===== config.mk =====
export PLATFORM = sky130hd
export DESIGN_NAME = mem_port_arbiter
export DESIGN_NICKNAME = d
export VERILOG_FILES = /design/src/rtl/mem_port_arbiter.sv
export SDC_FILE = /design/constraint.sdc
export NUM_CORES = 1
export LEC_CHECK = 0
export BUFFER_PORTS_ARGS = -buffer_cell sky130_fd_sc_hd__buf_2
export CAP_MARGIN = 20
export CORE_AREA = 2 2 106 108
export DETAILED_ROUTE_END_ITERATION = 8
export DIE_AREA = 0 0 108 110
export REMOVE_ABC_BUFFERS = 1
export SYNTH_ARGS = -nofsm -noshare
export SYNTH_HDL_FRONTEND = slang
export SYNTH_SLANG_ARGS = --single-unit

===== constraint.sdc =====
create_clock -name clk -period 1.9 [get_ports clk]
set_input_delay 0.19 -clock clk [delete_from_list [all_inputs] [get_ports clk]]
set_output_delay 0.19 -clock clk [all_outputs]
set_load 0.1 [all_outputs]

===== src/rtl/mem_port_arbiter.sv =====
// rtl/mem_port_arbiter.sv - fetch/data arbiter onto a single-ported unified memory
module mem_port_arbiter #(
    parameter int STARVE_MAX = 4
) (
    input  logic        clk,
    input  logic        rst_n,
    input  logic        if_req,
    input  logic [31:0] if_addr,
    output logic        if_gnt,
    input  logic        if_kill,
    output logic        if_rvalid,
    output logic [31:0] if_rdata,
    input  logic        d_req,
    input  logic        d_we,
    input  logic [3:0]  d_be,
    input  logic [31:0] d_addr,
    input  logic [31:0] d_wdata,
    output logic        d_gnt,
    output logic        d_rvalid,
    output logic [31:0] d_rdata,
    output logic        mem_en,
    output logic        mem_we,
    output logic [3:0]  mem_be,
    output logic [31:0] mem_addr,
    output logic [31:0] mem_wdata,
    input  logic [31:0] mem_rdata
);

    localparam logic [3:0] STARVE_LIM = 4'(STARVE_MAX);

    typedef enum logic [1:0] {
        NONE   = 2'd0,
        RSP_IF = 2'd1,
        RSP_D  = 2'd2
    } rsp_state_t;

    rsp_state_t rsp_state;
    logic [3:0] starve_cnt;
    logic       fetch_pri;
    logic       d_load_gnt;

    // Fetch overrides data only once it has been denied long enough.
    assign fetch_pri  = if_req && (starve_cnt == STARVE_LIM);
    assign d_gnt      = rst_n && d_req && !fetch_pri;
    assign if_gnt     = rst_n && if_req && (fetch_pri || !d_req);
    assign d_load_gnt = d_gnt && !d_we;

    always_comb begin
        mem_en    = if_gnt || d_gnt;
        mem_we    = d_gnt && d_we;
        mem_be    = 4'h0;
        mem_addr  = 32'h0;
        mem_wdata = 32'h0;
        if (d_gnt) begin
            mem_be    = d_we ? d_be : 4'hF;
            mem_addr  = d_addr & ~32'h3;
            mem_wdata = d_wdata;
        end else if (if_gnt) begin
            mem_be    = 4'hF;
            mem_addr  = if_addr & ~32'h3;
        end
    end

    always_ff @(posedge clk or negedge rst_n) begin
        if (!rst_n) begin
            rsp_state  <= NONE;
            starve_cnt <= 4'd0;
        end else begin
            if (if_gnt)
                rsp_state <= RSP_IF;
            else if (d_load_gnt)
                rsp_state <= RSP_D;
            else
                rsp_state <= NONE;

            if (!if_req || if_gnt)
                starve_cnt <= 4'd0;
            else if (starve_cnt != STARVE_LIM)
                starve_cnt <= starve_cnt + 4'd1;
        end
    end

    // A flush only hides the pending fetch beat; the FSM still tracks new grants.
    assign if_rvalid = (rsp_state == RSP_IF) && !if_kill;
    assign d_rvalid  = (rsp_state == RSP_D);
    assign if_rdata  = mem_rdata;
    assign d_rdata   = mem_rdata;

endmodule


==> run_results.csv, run 1 <==
group,metric,value,unit
yosys,total_of_flip_flops_plus_latches_after_synthesis,6,
worst_setup_path,critPathMaxStageDelay,380,ps
grt,antenna_violations_before_repair,4,
cts,clock_tree.root_cell,"sky130_fd_sc_hd__clkbuf_8",
status,status,"complete, but fails checks",
yosys,synth_cells,180,
grt,grt_use_met1,0.197,
grt,grt_remaining_overflow,0,
grt,first_pass_grt_wire_length,15600,um
sta,fin_worst_skew,1.13,ps
final_layout,filler_cell_count,1075,
worst_setup_path,worstSetupStartpointType,"register",
grt,grt_start_max_net_pins,24,
yosys,yosys.cell_types.count,25,
drt,detail-route-antenna-nets,0,
cts,cts_sinks,6,
cts,clk-insertion-delay-late,220,ps
cts,numCtsBuffers,3,
final_layout,final_cell_mix,"104 x sky130_fd_sc_hd__buf_2, 73 x sky130_fd_sc_hd__buf_12, 33 x sky130_fd_sc_hd__and2_4",
grt,met3_grt_util,0.181,
final_layout,final_layout_size_suffix_gt1_frac,0.858,
final_layout,area_delta_synth_final,156,%
final_layout,regArea,150,um^2
drt,post_drt_via_cell_ratio,4.20,
yosys,synthArstFlopShare,1.00,
drt,detail_route.drc_violations,0,
sta,min_period_over_period,1.11,
grt,met2_track_demand_over_resource,0.295,
sta,slew_viol_final,0,
worst_setup_path,slowest_stage,"sky130_fd_sc_hd__dfrtp_1",
final_layout,area_occupied_by_multi_input_gates,0.00102,mm^2
worst_setup_path,critical_path_peak_fanout,9,
cts,h_tree_level_count,1,
yosys,ys_flop_type,"sky130_fd_sc_hd__dfrtp_1",
drt,routed_wire_length_per_instance,26.9,um
placed_design,dp_hpwl,9970,um
floorplanning,die-width,108,um
sta,final.setup.worst_slack,-203,ps
placed_design,gpl.final_weighted_congestion,0.835,
sta,unrepaired_setup_endpoints_after_global_routing,"true",
cts,cts_tree,"done",
floorplanning,boundaryPins,276,
sta,setup_violations,68,
sta,timing.fmax,476,MHz
power_and_ir_drop,leakagePower,1.79,nW
hold_path,hold_path.class,"in2reg",
worst_setup_path,critical_path_endpoint_category,"primary output",
power_and_ir_drop,total_power_consumption_of_the_routed_design,0.00173,W
job,cap_viol_max_count,0,
floorplanning,start_util,0.134,
final_layout,layout_commonest_cell,"sky130_fd_sc_hd__buf_2",
drt,postRouteWirelength,11900,um
worst_setup_path,crit_path_cell_trace,"inv_2 -> ha_4 -> nand3b_4 -> o211a_4 -> clkbuf_16 -> a22o_4 -> buf_12",
drt,detailedRoute.firstPassIterationCount,4,
placed_design,dp.cells,427,
grt,grtUsageTotal,0.191,
drt,drt_iter0_drc,53,
worst_setup_path,crit_arrival,1910,ps
status,failed_checks,"negative setup slack",
power_and_ir_drop,powerDensity,473,mW/mm^2
cts,clk_path_buf_depth,2,
worst_setup_path,critPathKind,"reg2out",
yosys,synthesis.area,0.00143,mm^2
worst_setup_path,required,1710,ps
final_layout,number_of_nets_in_the_layout,444,
grt,grt_pass1_vias,2043,
floorplanning,chipHeight,110,um
grt,top_usage_layer,"met2",
floorplanning,placementRows,38,
floorplanning,coreArea,0.0107,mm^2
sta,hold_violations,0,
drt,vias,1862,
floorplanning,die_area,0.0119,mm^2
yosys,synthesis.yosys.warnings,0,
power_and_ir_drop,max-vdd-ir-drop,218,uV
cts,worst_setup_hold_path_clk_slew,40,ps
yosys,synth.yosys.seq_area_share,0.105,
yosys,syn-mean-instance-area,7.97,um^2
placed_design,io_buffer_count,173,
final_layout,finish.cell_count_without_fillers,443,
final_layout,layout.core_utilization,0.343,
yosys,synth-edff-count,0,
sta,final.min_clock_period,2100,ps
[flip-flops by register name (all words and copies together) (netlist names)]
| name | count |
|---|---|
| rsp_state | 2 |
| starve_cnt | 4 |
[stage by stage]
step / hold WS [ps] / area (um^2) / worst slack [ps] / TNS, ps
finish: 229 / 3670 / -203 / -10700
global placement: 36.7 / 3060 / -37.3 / -512
global route: 234 / 3670 / -251 / -14170
CTS: 222 / 3490 / -176 / -8450
floorplan: -106 / 873 / -1560 / -104280
detailed placement: 48.9 / 3060 / -123 / -1700
[routing by layer]
layer / part of all wire / routed length [um] / vias to the layer above
li1: - / - / 794
met1: 0.34 / 4100 / 844
met2: 0.43 / 5170 / 204
met3: 0.21 / 2530 / 12
met4: 0.0012 / 14 / 8
met5: 0.0096 / 115 / -
[cells in the mapped netlist (4+ instances only)]
cell                       number  area share
sky130_fd_sc_hd__a22o_1        30        0.18
sky130_fd_sc_hd__clkbuf_1       5       0.013
sky130_fd_sc_hd__a21o_1         4       0.021
sky130_fd_sc_hd__inv_1          4       0.010
sky130_fd_sc_hd__and2_1        33        0.14
sky130_fd_sc_hd__dfrtp_1        6        0.10
sky130_fd_sc_hd__buf_6          4       0.031
sky130_fd_sc_hd__nand2b_1       5       0.022
sky130_fd_sc_hd__buf_4         66        0.35
[layout make-up]
| cell class | count | share of cell area |
|---|---|---|
| well taps | 140 | 0.0477 |
| diodes | 1 | 0.000682 |
| multi-input cells | 95 | 0.278 |
| inverters | 4 | 0.00409 |
| clock buffers | 3 | 0.0113 |
| repair buffers | 194 | 0.617 |
| flip-flops and latches | 6 | 0.0409 |
[cells by family (layout without fill, tap and decap cells)]
| family | count (synthesis) | after routing | share of synthesized area |
|---|---|---|---|
| xor+xnor | 1 | 1 | 0.00611 |
| compound gates | 41 | 41 | 0.250 |
| buf+inv | 80 | 201 | 0.404 |
| other cells | 1 | 3 | 0.00262 |
| simple gates | 49 | 49 | 0.215 |
| flops | 6 | 6 | 0.105 |
| fa+ha+maj | 2 | 2 | 0.0174 |
[power breakdown]
part | switching (W) | internal, W | leakage (nW)
clock | 0.0000569 | 0.000136 | 0.0216
sequential | 0.00000435 | 0.000135 | 0.0810
combinational | 0.000850 | 0.000552 | 1.69
[worst paths after layout]
path	from	end	slack, ps	cells after the start
setup / recovery	starve_cnt[0]	mem_addr[4]	-200	7
hold / removal	d_we	rsp_state[1]	230	2
setup reg to reg	starve_cnt[0]	starve_cnt[2]	320	8
hold reg to reg	starve_cnt[2]	starve_cnt[2]	570	1
max in group asynchronous	rst_n	starve_cnt[1]	1200	2
min in group asynchronous	rst_n	rsp_state[0]	470	2
[worst max-delay path: cells and delay by family, from the launching register on]
| family | cells | cell delay (ps) |
|---|---|---|
| AO/OA/AOI/OAI | 2 | 580 |
| buffers and inverters | 3 | 450 |
| flip-flops | 1 | 380 |
| adder cells (fa/ha/maj) | 1 | 150 |
| AND/OR/NAND/NOR | 1 | 120 |
[repair_timing]
item / CTS / global route
pin swaps: 28 / 3
resized for setup: 63 / 12
buffers inserted: 2 / 1
gates cloned: 5 / 3
endpoints found under the setup margin: 69 / 68
endpoints found under the hold margin: 6 / 0
hold buffers: 1 / 0
(Power assumes the default switching activity.)
==> inputs of run 2 (changes only) <==
--- a/config.mk
+++ b/config.mk
@@ -5,12 +5,15 @@
 export SDC_FILE = /design/constraint.sdc
 export NUM_CORES = 1
 export LEC_CHECK = 0
+export ABC_AREA = 1
 export BUFFER_PORTS_ARGS = -buffer_cell sky130_fd_sc_hd__buf_2
 export CAP_MARGIN = 20
-export CORE_AREA = 2 2 106 108
+export CORE_AREA = 2 2 108 110
+export CTS_BUF_LIST = sky130_fd_sc_hd__clkbuf_4
 export DETAILED_ROUTE_END_ITERATION = 8
-export DIE_AREA = 0 0 108 110
+export DIE_AREA = 0 0 110 112
 export REMOVE_ABC_BUFFERS = 1
 export SYNTH_ARGS = -nofsm -noshare
 export SYNTH_HDL_FRONTEND = slang
 export SYNTH_SLANG_ARGS = --single-unit
+export TNS_END_PERCENT = 50
==> run_results.csv, run 2 <==
group,metric,value,unit
status,status,"complete, but fails checks",
status,failed_checks,"negative setup slack",
floorplanning,die_area,0.0123,mm^2
worst_setup_path,critPathBufInv,4,
placed_design,postPlaceCellArea,0.00321,mm^2
sta,min_period_over_period,1.00,
placed_design,dp_hpwl,6770,um
yosys,synthesis.yosys.warnings,0,
grt,antenna_violations_before_repair,0,
power_and_ir_drop,power_frac_comb,0.836,
floorplanning,chipHeight,112,um
worst_setup_path,critPathKind,"reg2out",
sta,final.min_clock_period,1910,ps
final_layout,largest_registers,"starve_cnt: 4 flops, rsp_state: 2 flops",
yosys,synth-edff-count,0,
yosys,syn-mean-instance-area,5.51,um^2
worst_setup_path,required,1710,ps
worst_setup_path,crit_path_cell_trace,"inv_1 -> ha_2 -> nand4_1 -> nand2_2 -> buf_12 -> buf_12 -> nor2_2 -> buf_12",
grt,first_pass_grt_wire_length,11500,um
power_and_ir_drop,intPower,0.000658,W
worst_setup_path,number_of_cells_on_the_critical_path,8,
worst_setup_path,slowest_stage,"sky130_fd_sc_hd__dfrtp_1",
yosys,post-synth-top-count-cell,"sky130_fd_sc_hd__nand2_1",
grt,grtUsageTotal,0.125,
worst_setup_path,crit_arrival,1720,ps
sta,unrepaired_setup_endpoints_after_global_routing,"true",
grt,grt_start_max_net_pins,32,
floorplanning,boundaryPins,276,
hold_path,min_delay_path_depth,2,
floorplanning,placementRows,39,
power_and_ir_drop,total_power_consumption_of_the_routed_design,0.00153,W
power_and_ir_drop,leakagePower,1.82,nW
yosys,synthesis.area,0.00160,mm^2
power_and_ir_drop,powerDensity,440,mW/mm^2
sta,final.setup.worst_slack,-9.09,ps
cts,numCtsBuffers,3,
final_layout,largest_reg_flops,4,
placed_design,gpl.final_weighted_congestion,0.740,
job,cap_viol_max_count,0,
final_layout,final_cell_mix,"103 x sky130_fd_sc_hd__buf_2, 75 x sky130_fd_sc_hd__buf_12, 44 x sky130_fd_sc_hd__inv_1",
cts,worst_setup_hold_path_clk_slew,40,ps
final_layout,finish.instance_area,0.00348,mm^2
yosys,synth_largest_area_cell,"sky130_fd_sc_hd__buf_4",
yosys,synth.area.top_cells,"sky130_fd_sc_hd__buf_4 32%, sky130_fd_sc_hd__nand2_1 17%, sky130_fd_sc_hd__inv_1 11%",
final_layout,number_of_nets_in_the_layout,544,
worst_setup_path,crit_top_cell,"sky130_fd_sc_hd__buf_12",
drt,post_drt_via_cell_ratio,3.89,
cts,cts_tree,"done",
yosys,synthArstFlopShare,1.00,
yosys,total_of_flip_flops_plus_latches_after_synthesis,6,
floorplanning,die-width,110,um
yosys,yosys.cell_types.count,18,
worst_setup_path,critical_path_peak_fanout,26,
grt,grt_pass1_vias,2089,
sta,slew_viol_final,0,
hold_path,hold_path.class,"in2reg",
final_layout,regMostFlops,"starve_cnt",
floorplanning,coreArea,0.0112,mm^2
floorplanning,start_util,0.143,
sta,timing.fmax,524,MHz
cts,clk-insertion-delay-late,240,ps
power_and_ir_drop,sw_frac_of_total,0.571,
yosys,synth_cells,291,
cts,clock_tree.root_cell,"sky130_fd_sc_hd__clkbuf_4",
power_and_ir_drop,net_switching_power,0.000876,W
final_layout,antenna_cells_inserted,0,
worst_setup_path,worstSetupStartpointType,"register",
yosys,yosys.area.top_type_share,0.323,
yosys,synthTopCellsByCount,"72 x sky130_fd_sc_hd__nand2_1, 69 x sky130_fd_sc_hd__buf_4, 45 x sky130_fd_sc_hd__inv_1, 42 x sky130_fd_sc_hd__nor2_1, 32 x sky130_fd_sc_hd__nand3_1",
worst_setup_path,worst_r2r_path_depth,7,
sta,setup_violations,16,
drt,routed_wire_length_per_instance,15.2,um
placed_design,io_buffer_count,173,
drt,detailedRoute.firstPassIterationCount,4,
worst_setup_path,critical_path_endpoint_category,"primary output",
cts,cts_sinks,6,
final_layout,final_layout_size_suffix_gt1_frac,0.609,
drt,vias,2119,
drt,detail_route.drc_violations,0,
yosys,ys_flop_type,"sky130_fd_sc_hd__dfrtp_1",
power_and_ir_drop,max-vdd-ir-drop,141,uV
final_layout,area_delta_synth_final,117,%
grt,grt_remaining_overflow,0,
drt,drt_iter0_drc,107,
yosys,synth.yosys.seq_area_share,0.0937,
power_and_ir_drop,power_frac_clock,0.074,
power_and_ir_drop,power_frac_seq,0.090,
sta,fin_worst_skew,1.45,ps
worst_setup_path,critPathMaxStageDelay,380,ps
drt,postRouteWirelength,8260,um
drt,detail-route-antenna-nets,0,
cts,h_tree_level_count,1,
cts,clk_path_buf_depth,2,
sta,hold_violations,0,
final_layout,filler_cell_count,1176,
final_layout,layout_commonest_cell,"sky130_fd_sc_hd__buf_2",
worst_setup_path,critical-path-top-delay-family,"buffers and inverters",
[run 2: power groups by stage]
stage	clock [W]	combinational (W)	sequential [W]
final	0.000114	0.00128	0.000138
after floorplan	0	0.000710	0.000141
after detailed placement	0	0.00123	0.000140
after global placement	0	0.00122	0.000140
after global routing	0.000129	0.00134	0.000138
after CTS	0.000123	0.00127	0.000138
[run 2: worst reg2reg max path: stages, from the launching register on]
cell	delay, ps
sky130_fd_sc_hd__dfrtp_1	380
sky130_fd_sc_hd__inv_1	60
sky130_fd_sc_hd__ha_2	160
sky130_fd_sc_hd__nand4_1	150
sky130_fd_sc_hd__nand2_2	160
sky130_fd_sc_hd__buf_12	190
sky130_fd_sc_hd__buf_12	160
sky130_fd_sc_hd__nor2_1	50
[run 2: metrics by stage]
stage | setup WS, ps | setup TNS [ps] | instances | hold WS (ps) | utilization
global route | -189 | -9580 | 545 | 140 | 0.312
finish | -9.09 | -84.6 | 545 | 140 | 0.312
CTS | -67.8 | -1130 | 543 | 128 | 0.306
floorplan | -1580 | -55350 | 213 | -106 | -
detailed placement | 106 | 0 | 538 | 47.7 | 0.287
global placement | 121 | 0 | 538 | 44.2 | 0.287
[run 2: routing by layer]
metal,part of all wire,global-route usage,wire [um]
met1,0.39,0.145,3190
met2,0.39,0.165,3240
met3,0.21,0.112,1700
met4,0.0073,0.0253,60
met5,0.0075,0.0672,62
[run 2: repair_timing]
item,in CTS,in global routing
resized for setup,62,9
gates cloned,0,1
setup endpoints to repair,53,69
pin swaps,3,2
buffers inserted,1,1
hold buffers,1,0
hold endpoints to repair,6,0
[run 2: cells by family after synthesis]
family                   Yosys count  synth area share
AND/OR/NAND/NOR                  148             0.375
adder cells (fa/ha/maj)            2            0.0156
buffers and inverters            125             0.479
AO/OA/AOI/OAI                      8            0.0289
other                              1           0.00234
flip-flops                         6            0.0937
XOR/XNOR                           1           0.00547
[run 2: worst paths after layout]
kind / to / slack, ps / startpoint
min reg2reg: starve_cnt[3] / 550 / starve_cnt[3]
max in group asynchronous: starve_cnt[0] / 1280 / rst_n
max reg2reg: rsp_state[1] / 490 / starve_cnt[1]
max: mem_wdata[2] / -9 / starve_cnt[1]
min: rsp_state[1] / 140 / d_we
min in group asynchronous: starve_cnt[2] / 410 / rst_n
[run 2: final cells by class]
cell class                      instances  area (um^2)  area share
Clock buffer                            3         22.5     0.00647
Inverter                               46          173      0.0496
Multi-Input combinational cell        161          858       0.246
Sequential cell                         6          150      0.0431
Tap cell                              143          179      0.0514
Timing Repair Buffer                  186         2100       0.603
